[src/rtl/mmio_pkg.sv]
// mmio_pkg
// Shared definitions for the MMIO arbiter slice: bus widths, the default
// read data returned by a watchdog-terminated access, and the arbiter FSM
// state encoding.
package mmio_pkg;

    localparam int MMIO_ADDR_W = 32;
    localparam int MMIO_DATA_W = 32;

    localparam logic [MMIO_DATA_W-1:0] MMIO_TIMEOUT_RDATA_DEF = 32'hDEAD_BEEF;

    typedef enum logic [1:0] {
        IDLE = 2'd0,
        BUSY = 2'd1,
        RESP = 2'd2
    } arb_state_t;

endpackage

[src/rtl/mmio_arbiter_if.sv]
// mmio_arbiter_if
// Bundles every handshake/bus signal around the arbiter:
//   req0_* / req1_*  : requester ports (read/write levels, addr, wdata in;
//                      done pulse and rdata out)
//   mmio_*           : downstream device port (read/write levels, addr,
//                      write data out; done and read data in)
//   bus_err          : pulse alongside the done of a watchdog-terminated access
// Modport slave is the arbiter's view, modport master the surrounding
// requesters + device.
interface mmio_arbiter_if;
    import mmio_pkg::*;

    logic                   req0_read;
    logic                   req0_write;
    logic [MMIO_ADDR_W-1:0] req0_addr;
    logic [MMIO_DATA_W-1:0] req0_wdata;
    logic                   req0_done;
    logic [MMIO_DATA_W-1:0] req0_rdata;

    logic                   req1_read;
    logic                   req1_write;
    logic [MMIO_ADDR_W-1:0] req1_addr;
    logic [MMIO_DATA_W-1:0] req1_wdata;
    logic                   req1_done;
    logic [MMIO_DATA_W-1:0] req1_rdata;

    logic                   mmio_read;
    logic                   mmio_write;
    logic [MMIO_ADDR_W-1:0] mmio_addr;
    logic [MMIO_DATA_W-1:0] mmio_write_data;
    logic                   mmio_done;
    logic [MMIO_DATA_W-1:0] mmio_read_data;

    logic                   bus_err;

    modport slave (
        input  req0_read, req0_write, req0_addr, req0_wdata,
        output req0_done, req0_rdata,
        input  req1_read, req1_write, req1_addr, req1_wdata,
        output req1_done, req1_rdata,
        output mmio_read, mmio_write, mmio_addr, mmio_write_data,
        input  mmio_done, mmio_read_data,
        output bus_err
    );

    modport master (
        output req0_read, req0_write, req0_addr, req0_wdata,
        input  req0_done, req0_rdata,
        output req1_read, req1_write, req1_addr, req1_wdata,
        input  req1_done, req1_rdata,
        input  mmio_read, mmio_write, mmio_addr, mmio_write_data,
        output mmio_done, mmio_read_data,
        input  bus_err
    );

endinterface

[src/rtl/mmio_rr_pick.sv]
// mmio_rr_pick
// Combinational two-way round-robin selector.
//   valid0, valid1 : pending requests
//   last_grant     : port granted most recently
//   grant          : at least one request is pending
//   grant_idx      : winning port (a lone requester wins outright; on a tie
//                    the port that was not granted last wins)
module mmio_rr_pick (
    input  logic valid0,
    input  logic valid1,
    input  logic last_grant,
    output logic grant,
    output logic grant_idx
);

    assign grant     = valid0 | valid1;
    assign grant_idx = (valid0 & valid1) ? ~last_grant : valid1;

endmodule

[src/rtl/mmio_arbiter.sv]
// mmio_arbiter
// Shares one MMIO device port between port 0 (instruction fetch) and
// port 1 (data load/store). One transaction at a time: the winner's op,
// address and write data are latched at grant and driven downstream until
// the device reports done; the owner then gets a one-cycle done pulse with
// the captured read data.
// Ports:
//   sys_clk : system clock, rising edge
//   rst     : asynchronous active-high reset
//   bus     : mmio_arbiter_if.slave (requester ports, device port, bus_err)
// Build option: MMIO_ARB_TIMEOUT_EN adds a watchdog that force-completes an
// access after TIMEOUT_CYCLES BUSY cycles with read data TIMEOUT_RDATA and
// a bus_err pulse. Without it bus_err is tied 0 and a device that never
// answers stalls the arbiter in BUSY.
//
// state | meaning
// IDLE  | no transaction, arbitrate pending requests
// BUSY  | latched request driven downstream, waiting for mmio_done
// RESP  | downstream idle, owner sees done + rdata for this cycle only
module mmio_arbiter
    import mmio_pkg::*;
#(
    parameter int unsigned            TIMEOUT_CYCLES = 256,
    parameter logic [MMIO_DATA_W-1:0] TIMEOUT_RDATA  = MMIO_TIMEOUT_RDATA_DEF
) (
    input  logic           sys_clk,
    input  logic           rst,
    mmio_arbiter_if.slave  bus
);

    if (TIMEOUT_CYCLES == 0) begin : g_bad_cfg
        $error("mmio_arbiter: TIMEOUT_CYCLES must be at least 1");
    end

    arb_state_t             state_q;
    arb_state_t             state_d;
    logic                   owner_q;
    logic                   last_grant_q;
    logic                   write_q;
    logic [MMIO_ADDR_W-1:0] addr_q;
    logic [MMIO_DATA_W-1:0] wdata_q;
    logic [MMIO_DATA_W-1:0] rdata_q;

    logic valid0;
    logic valid1;
    logic pick_grant;
    logic pick_idx;
    logic grant_load;
    logic busy_exit;
    logic timeout_hit;
    logic in_busy;
    logic in_resp;

    // Read+write together is treated as a write, so only the write level
    // is latched as the op.
    assign valid0 = bus.req0_read | bus.req0_write;
    assign valid1 = bus.req1_read | bus.req1_write;

    mmio_rr_pick u_pick (
        .valid0     (valid0),
        .valid1     (valid1),
        .last_grant (last_grant_q),
        .grant      (pick_grant),
        .grant_idx  (pick_idx)
    );

    always_comb begin
        state_d    = state_q;
        grant_load = 1'b0;
        busy_exit  = 1'b0;
        case (state_q)
            IDLE: begin
                if (pick_grant) begin
                    grant_load = 1'b1;
                    state_d    = BUSY;
                end
            end
            BUSY: begin
                if (bus.mmio_done || timeout_hit) begin
                    busy_exit = 1'b1;
                    state_d   = RESP;
                end
            end
            RESP:    state_d = IDLE;
            default: state_d = IDLE;
        endcase
    end

    always_ff @(posedge sys_clk or posedge rst) begin
        if (rst) begin
            state_q <= IDLE;
        end else begin
            state_q <= state_d;
        end
    end

    always_ff @(posedge sys_clk or posedge rst) begin
        if (rst) begin
            owner_q      <= 1'b0;
            last_grant_q <= 1'b1;
            write_q      <= 1'b0;
            addr_q       <= '0;
            wdata_q      <= '0;
            rdata_q      <= '0;
        end else begin
            if (grant_load) begin
                owner_q      <= pick_idx;
                last_grant_q <= pick_idx;
                if (pick_idx) begin
                    write_q <= bus.req1_write;
                    addr_q  <= bus.req1_addr;
                    wdata_q <= bus.req1_wdata;
                end else begin
                    write_q <= bus.req0_write;
                    addr_q  <= bus.req0_addr;
                    wdata_q <= bus.req0_wdata;
                end
            end
            // A real done beats the watchdog when both land in one cycle.
            if (busy_exit) begin
                if (bus.mmio_done) begin
                    rdata_q <= write_q ? '0 : bus.mmio_read_data;
                end else begin
                    rdata_q <= TIMEOUT_RDATA;
                end
            end
        end
    end

`ifdef MMIO_ARB_TIMEOUT_EN
    localparam int unsigned CNT_W = $clog2(TIMEOUT_CYCLES) + 1;

    logic [CNT_W-1:0] to_cnt_q;
    logic             err_q;

    always_ff @(posedge sys_clk or posedge rst) begin
        if (rst) begin
            to_cnt_q <= '0;
            err_q    <= 1'b0;
        end else begin
            if (grant_load) begin
                to_cnt_q <= '0;
            end else if (in_busy) begin
                to_cnt_q <= to_cnt_q + CNT_W'(1);
            end
            if (busy_exit) begin
                err_q <= ~bus.mmio_done;
            end
        end
    end

    assign timeout_hit = in_busy && (to_cnt_q == CNT_W'(TIMEOUT_CYCLES - 1));
    assign bus.bus_err = in_resp & err_q;
`else
    assign timeout_hit = 1'b0;
    assign bus.bus_err = 1'b0;
`endif

    assign in_busy = (state_q == BUSY);
    assign in_resp = (state_q == RESP);

    assign bus.mmio_read       = in_busy & ~write_q;
    assign bus.mmio_write      = in_busy &  write_q;
    assign bus.mmio_addr       = in_busy ? addr_q  : '0;
    assign bus.mmio_write_data = in_busy ? wdata_q : '0;

    assign bus.req0_done  = in_resp & ~owner_q;
    assign bus.req1_done  = in_resp &  owner_q;
    assign bus.req0_rdata = (in_resp & ~owner_q) ? rdata_q : '0;
    assign bus.req1_rdata = (in_resp &  owner_q) ? rdata_q : '0;

endmodule

[src/flat_wrapper.sv]
// flat-port wrapper written by rule: the top's interface ports become plain ports
module mmio_arbiter_flat import mmio_pkg::*;
#(
    parameter int unsigned            TIMEOUT_CYCLES = 256,
    parameter logic [MMIO_DATA_W-1:0] TIMEOUT_RDATA  = MMIO_TIMEOUT_RDATA_DEF
)
  (sys_clk, rst, bus_req0_read, bus_req0_write, bus_req0_addr, bus_req0_wdata, bus_req0_done, bus_req0_rdata, bus_req1_read, bus_req1_write, bus_req1_addr, bus_req1_wdata, bus_req1_done, bus_req1_rdata, bus_mmio_read, bus_mmio_write, bus_mmio_addr, bus_mmio_write_data, bus_mmio_done, bus_mmio_read_data, bus_bus_err);
  mmio_arbiter_if bus_i ();
  input  logic sys_clk;
  input  logic rst;
  input wire logic [$bits(bus_i.req0_read)-1:0] bus_req0_read;
  input wire logic [$bits(bus_i.req0_write)-1:0] bus_req0_write;
  input wire logic [$bits(bus_i.req0_addr)-1:0] bus_req0_addr;
  input wire logic [$bits(bus_i.req0_wdata)-1:0] bus_req0_wdata;
  output wire logic [$bits(bus_i.req0_done)-1:0] bus_req0_done;
  output wire logic [$bits(bus_i.req0_rdata)-1:0] bus_req0_rdata;
  input wire logic [$bits(bus_i.req1_read)-1:0] bus_req1_read;
  input wire logic [$bits(bus_i.req1_write)-1:0] bus_req1_write;
  input wire logic [$bits(bus_i.req1_addr)-1:0] bus_req1_addr;
  input wire logic [$bits(bus_i.req1_wdata)-1:0] bus_req1_wdata;
  output wire logic [$bits(bus_i.req1_done)-1:0] bus_req1_done;
  output wire logic [$bits(bus_i.req1_rdata)-1:0] bus_req1_rdata;
  output wire logic [$bits(bus_i.mmio_read)-1:0] bus_mmio_read;
  output wire logic [$bits(bus_i.mmio_write)-1:0] bus_mmio_write;
  output wire logic [$bits(bus_i.mmio_addr)-1:0] bus_mmio_addr;
  output wire logic [$bits(bus_i.mmio_write_data)-1:0] bus_mmio_write_data;
  input wire logic [$bits(bus_i.mmio_done)-1:0] bus_mmio_done;
  input wire logic [$bits(bus_i.mmio_read_data)-1:0] bus_mmio_read_data;
  output wire logic [$bits(bus_i.bus_err)-1:0] bus_bus_err;
  assign bus_i.req0_read = bus_req0_read;
  assign bus_i.req0_write = bus_req0_write;
  assign bus_i.req0_addr = bus_req0_addr;
  assign bus_i.req0_wdata = bus_req0_wdata;
  assign bus_req0_done = bus_i.req0_done;
  assign bus_req0_rdata = bus_i.req0_rdata;
  assign bus_i.req1_read = bus_req1_read;
  assign bus_i.req1_write = bus_req1_write;
  assign bus_i.req1_addr = bus_req1_addr;
  assign bus_i.req1_wdata = bus_req1_wdata;
  assign bus_req1_done = bus_i.req1_done;
  assign bus_req1_rdata = bus_i.req1_rdata;
  assign bus_mmio_read = bus_i.mmio_read;
  assign bus_mmio_write = bus_i.mmio_write;
  assign bus_mmio_addr = bus_i.mmio_addr;
  assign bus_mmio_write_data = bus_i.mmio_write_data;
  assign bus_i.mmio_done = bus_mmio_done;
  assign bus_i.mmio_read_data = bus_mmio_read_data;
  assign bus_bus_err = bus_i.bus_err;
  mmio_arbiter #(.TIMEOUT_CYCLES(TIMEOUT_CYCLES), .TIMEOUT_RDATA(TIMEOUT_RDATA)) u_core (.sys_clk(sys_clk), .rst(rst), .bus(bus_i));
endmodule
[config.mk]
export PLATFORM = sky130hd
export DESIGN_NAME = mmio_arbiter_flat
export DESIGN_NICKNAME = d
export VERILOG_FILES = /design/src/rtl/mmio_pkg.sv /design/src/rtl/mmio_arbiter_if.sv /design/src/rtl/mmio_rr_pick.sv /design/src/rtl/mmio_arbiter.sv /design/src/flat_wrapper.sv
export SDC_FILE = /design/constraint.sdc
export NUM_CORES = 1
export LEC_CHECK = 0
export CORE_UTILIZATION = 44
export CTS_CLUSTER_SIZE = 28
export DETAILED_ROUTE_END_ITERATION = 10
export PLACE_DENSITY_LB_ADDON = 0.15
export SETUP_SLACK_MARGIN = 0.1
export SYNTH_ARGS = -nofsm -noshare
export SYNTH_HDL_FRONTEND = slang
export SYNTH_SLANG_ARGS = --single-unit
export TNS_END_PERCENT = 5
[constraint.sdc]
create_clock -name sys_clk -period 9.5 [get_ports sys_clk]
set_input_delay 2.375 -clock sys_clk [delete_from_list [all_inputs] [get_ports sys_clk]]
set_output_delay 2.375 -clock sys_clk [all_outputs]
set_load 0.03 [all_outputs]
==> results.cfg <==
[detailed_routing]
drcViolationCount = 0
detail_route.iter0.violations = 311
wirelength_um = 18600
avgViaCountPerCell = 5.45
routed-via-count = 5986
antenna_left = 0
drt_pass1_iterations = 5
post_drt_wl_per_cell_um = 17.0

[sta]
fin_crit_ns = 5.17
layout_worst_path_cycle_share_pct = 54.4
worst_pin_slew_ns = 1.30
finalMaxSlewViolations = 0
timing_hold_violations_final = 0
setup_failing_eps_final = 0
timing.hold.ws_ns = 0.491
finalClockSkew_ns = 0.00630
slew_headroom_pct = 13.2
grt_setup_unrepaired = no
fin_tns_setup_ns = 0
fin_ws_ns = 4.33
max_freq_mhz = 194

[outcome]
run_status = finished, final reports clean

[global_routing]
number_of_antenna_violations_at_the_first_check_in_global_routing = 0
maximum_number_of_pins_on_one_net_before_global_route_repair = 130
wire_length_of_the_first_global_routing_pass_um = 27800
aggregate_global_route_resource_usage_pct = 26.5
grt_remaining_overflow = 0
first_global_vias = 5685

[cells_and_area]
layout_commonest_cell = clkdlybuf4s50_1
share_of_layout_cells_above_drive_strength_1_pct = 3.24
fill_cells = 949
antenna_cells_inserted = 0
most-common-layout-cells = clkdlybuf4s50_1, and2_1, dfrtp_1
nNetsFinal = 1088
syn_to_final_growth_pct = 56.0

[placement]
post-dp-hpwl_um = 12600
port_buffers = 298
place_ws_ns = 4.21
globalplace.congestion = 0.866

[floorplanning]
ioPinCount = 300
floorplan.die_area_mm2 = 0.0137
initial_core_util_pct = 45.6
placement_rows = 41
floorplan.die.height_um = 117
die_x_um = 117
core-area_mm2 = 0.0128

[cts]
cts_root_buffer = clkbuf_16
clock_insertion_delay_worst_skew_ns = 0.34
cts-htree-levels = 3
postCtsHoldBufs = 0
ctsResizeCount = 0
cts.path.max_buffers = 2
cts_tree = built
post-cts-setup-buffers = 0
cts.sinks = 101
cts_made_buffers = 9
clkSlewWorstSetupHoldPaths_ns = 0.07

[critical_path]
timing.critical_path.slowest_stage_cell = nor2b_4
worstSetupStartpointType = flip-flop
timing.critical_path.cells = nor2b_4, and2_1, clkdlybuf4s50_1
critical_path.endpoint_type = output port
cp_arrival_ns = 2.79
worst_ep_required_time_ns = 7.13
worst_path_largest_cell_delay_ns = 0.99
critical_path_class = reg2out
worstPathMaxFanout = 65

[pwr]
fin_total_pwr_mw = 2.64
power_density_mw_per_mm2 = 291
irDropWorstVdd_uv = 151
power.leakage_nw = 3.47

[yosys]
mappedNetlistNets = 846
synth-seq-area-share_pct = 43.4
yosys.cell_types.count = 26
post_synthesis_cells = 679
avgSynthCellArea_um2 = 8.57
synth_seq_cells = 101
synthesis.yosys.warnings = 0
area_of_the_mapped_netlist_mm2 = 0.00582

[flow_run]
max_cap_violations = 0

[hold_path]
min_path_type = reg2reg
[path summary, 6_finish.rpt]
path                                                     start                             end  slack, ns  depth (start not counted)
worst min register to register  u_core.rdata_q[21]$_DFFE_PP0P_  u_core.rdata_q[21]$_DFFE_PP0P_       0.49                          2
min in group asynchronous                                  rst   u_core.rdata_q[6]$_DFFE_PP0P_       2.38                          2
worst max register to register   u_core.state_q[0]$_DFFE_PP0P_      u_core.owner_q$_DFFE_PP0P_       6.63                          4
worst min-delay path            u_core.rdata_q[21]$_DFFE_PP0P_  u_core.rdata_q[21]$_DFFE_PP0P_       0.49                          2
max in group asynchronous                                  rst  u_core.wdata_q[23]$_DFFE_PP0P_       5.87                          3
worst max-delay path             u_core.state_q[0]$_DFFE_PP0P_               bus_mmio_addr[28]       4.33                          3
[critical path, delay by kind of cell, from the launching register on]
kind	cells	cell delay (ns)
simple gates	2	1.26
buf+inv	1	0.68
flops	1	0.48
[layer usage]
metal  vias up  routed length (µm)  track usage (%)
met1      2810                7240             29.9
met5         -                   0                0
met2       299                9180             46.6
li1       2831                   -                -
met4         0                 758             14.9
met3        46                1470             5.92
[metrics by stage]
| stage | instance area [µm²] | instances | util [%] |
|---|---|---|---|
| after global placement | 8780 | 1082 | 68.8 |
| after detailed placement | 8780 | 1082 | 68.8 |
| after floorplan | 5820 | 679 | - |
| final | 9080 | 1098 | 71.1 |
| after global routing | 9080 | 1098 | 71.1 |
| after CTS | 9080 | 1098 | 71.1 |
[logic make-up (layout without fill, tap and decap cells)]
family	Yosys count	count (layout)	synth area share [%]
flip-flops	101	101	43.4
AO/OA/AOI/OAI	230	230	21.4
AND/OR/NAND/NOR	270	270	29.0
multiplexers	2	2	0.387
buffers and inverters	75	322	5.68
other	1	1	0.0644
[area by class of cell]
type	instances	area (µm²)	area share [%]
Timing Repair Buffer	304	3030	33.4
Tap cell	172	215	2.37
Clock buffer	11	233	2.56
Sequential cell	101	2530	27.9
Clock inverter	5	61.3	0.675
Inverter	2	10.0	0.110
Multi-Input combinational cell	503	3000	33.1
[synth_stat cells]
| master | n | area [µm²] |
|---|---|---|
| nor3b_1 | 1 | 7.51 |
| nor2b_1 | 1 | 6.26 |
| nand2b_1 | 34 | 213 |
| inv_1 | 2 | 7.51 |
| nor2_1 | 4 | 15.0 |
| and2_1 | 130 | 813 |
| buf_6 | 6 | 67.6 |
| conb_1 | 1 | 3.75 |
| a21oi_1 | 64 | 320 |
| o21bai_1 | 1 | 7.51 |
| and3b_1 | 1 | 8.76 |
| mux2_1 | 2 | 22.5 |
| a21boi_0 | 1 | 7.51 |
| a21o_1 | 1 | 7.51 |
| nand2_1 | 32 | 120 |
| buf_4 | 1 | 7.51 |
| dfstp_2 | 1 | 26.3 |
| o21ai_1 | 1 | 5.00 |
| dfrtp_1 | 100 | 2500 |
| a31oi_1 | 64 | 400 |
| a31o_1 | 1 | 8.76 |
| o21ai_0 | 96 | 480 |
| clkbuf_1 | 66 | 248 |
| o21a_1 | 1 | 7.51 |
| or4_4 | 1 | 11.3 |
| nand3b_1 | 66 | 495 |
[sequential cells by signal (all words and copies together) (netlist names)]
register,count
u_core.last_grant_q,1
u_core.write_q,1
u_core.addr_q,32
u_core.wdata_q,32
u_core.rdata_q,32
u_core.state_q,2
u_core.owner_q,1
[power breakdown]
group          total (mW)  switching [mW]  internal [mW]  leakage [nW]
sequential          0.772           0.137          0.636          1.19
combinational        1.50           0.879          0.623          2.14
clock               0.370           0.165          0.205         0.132
total                2.64            1.18           1.46          3.47
(Power assumes the default switching activity.)
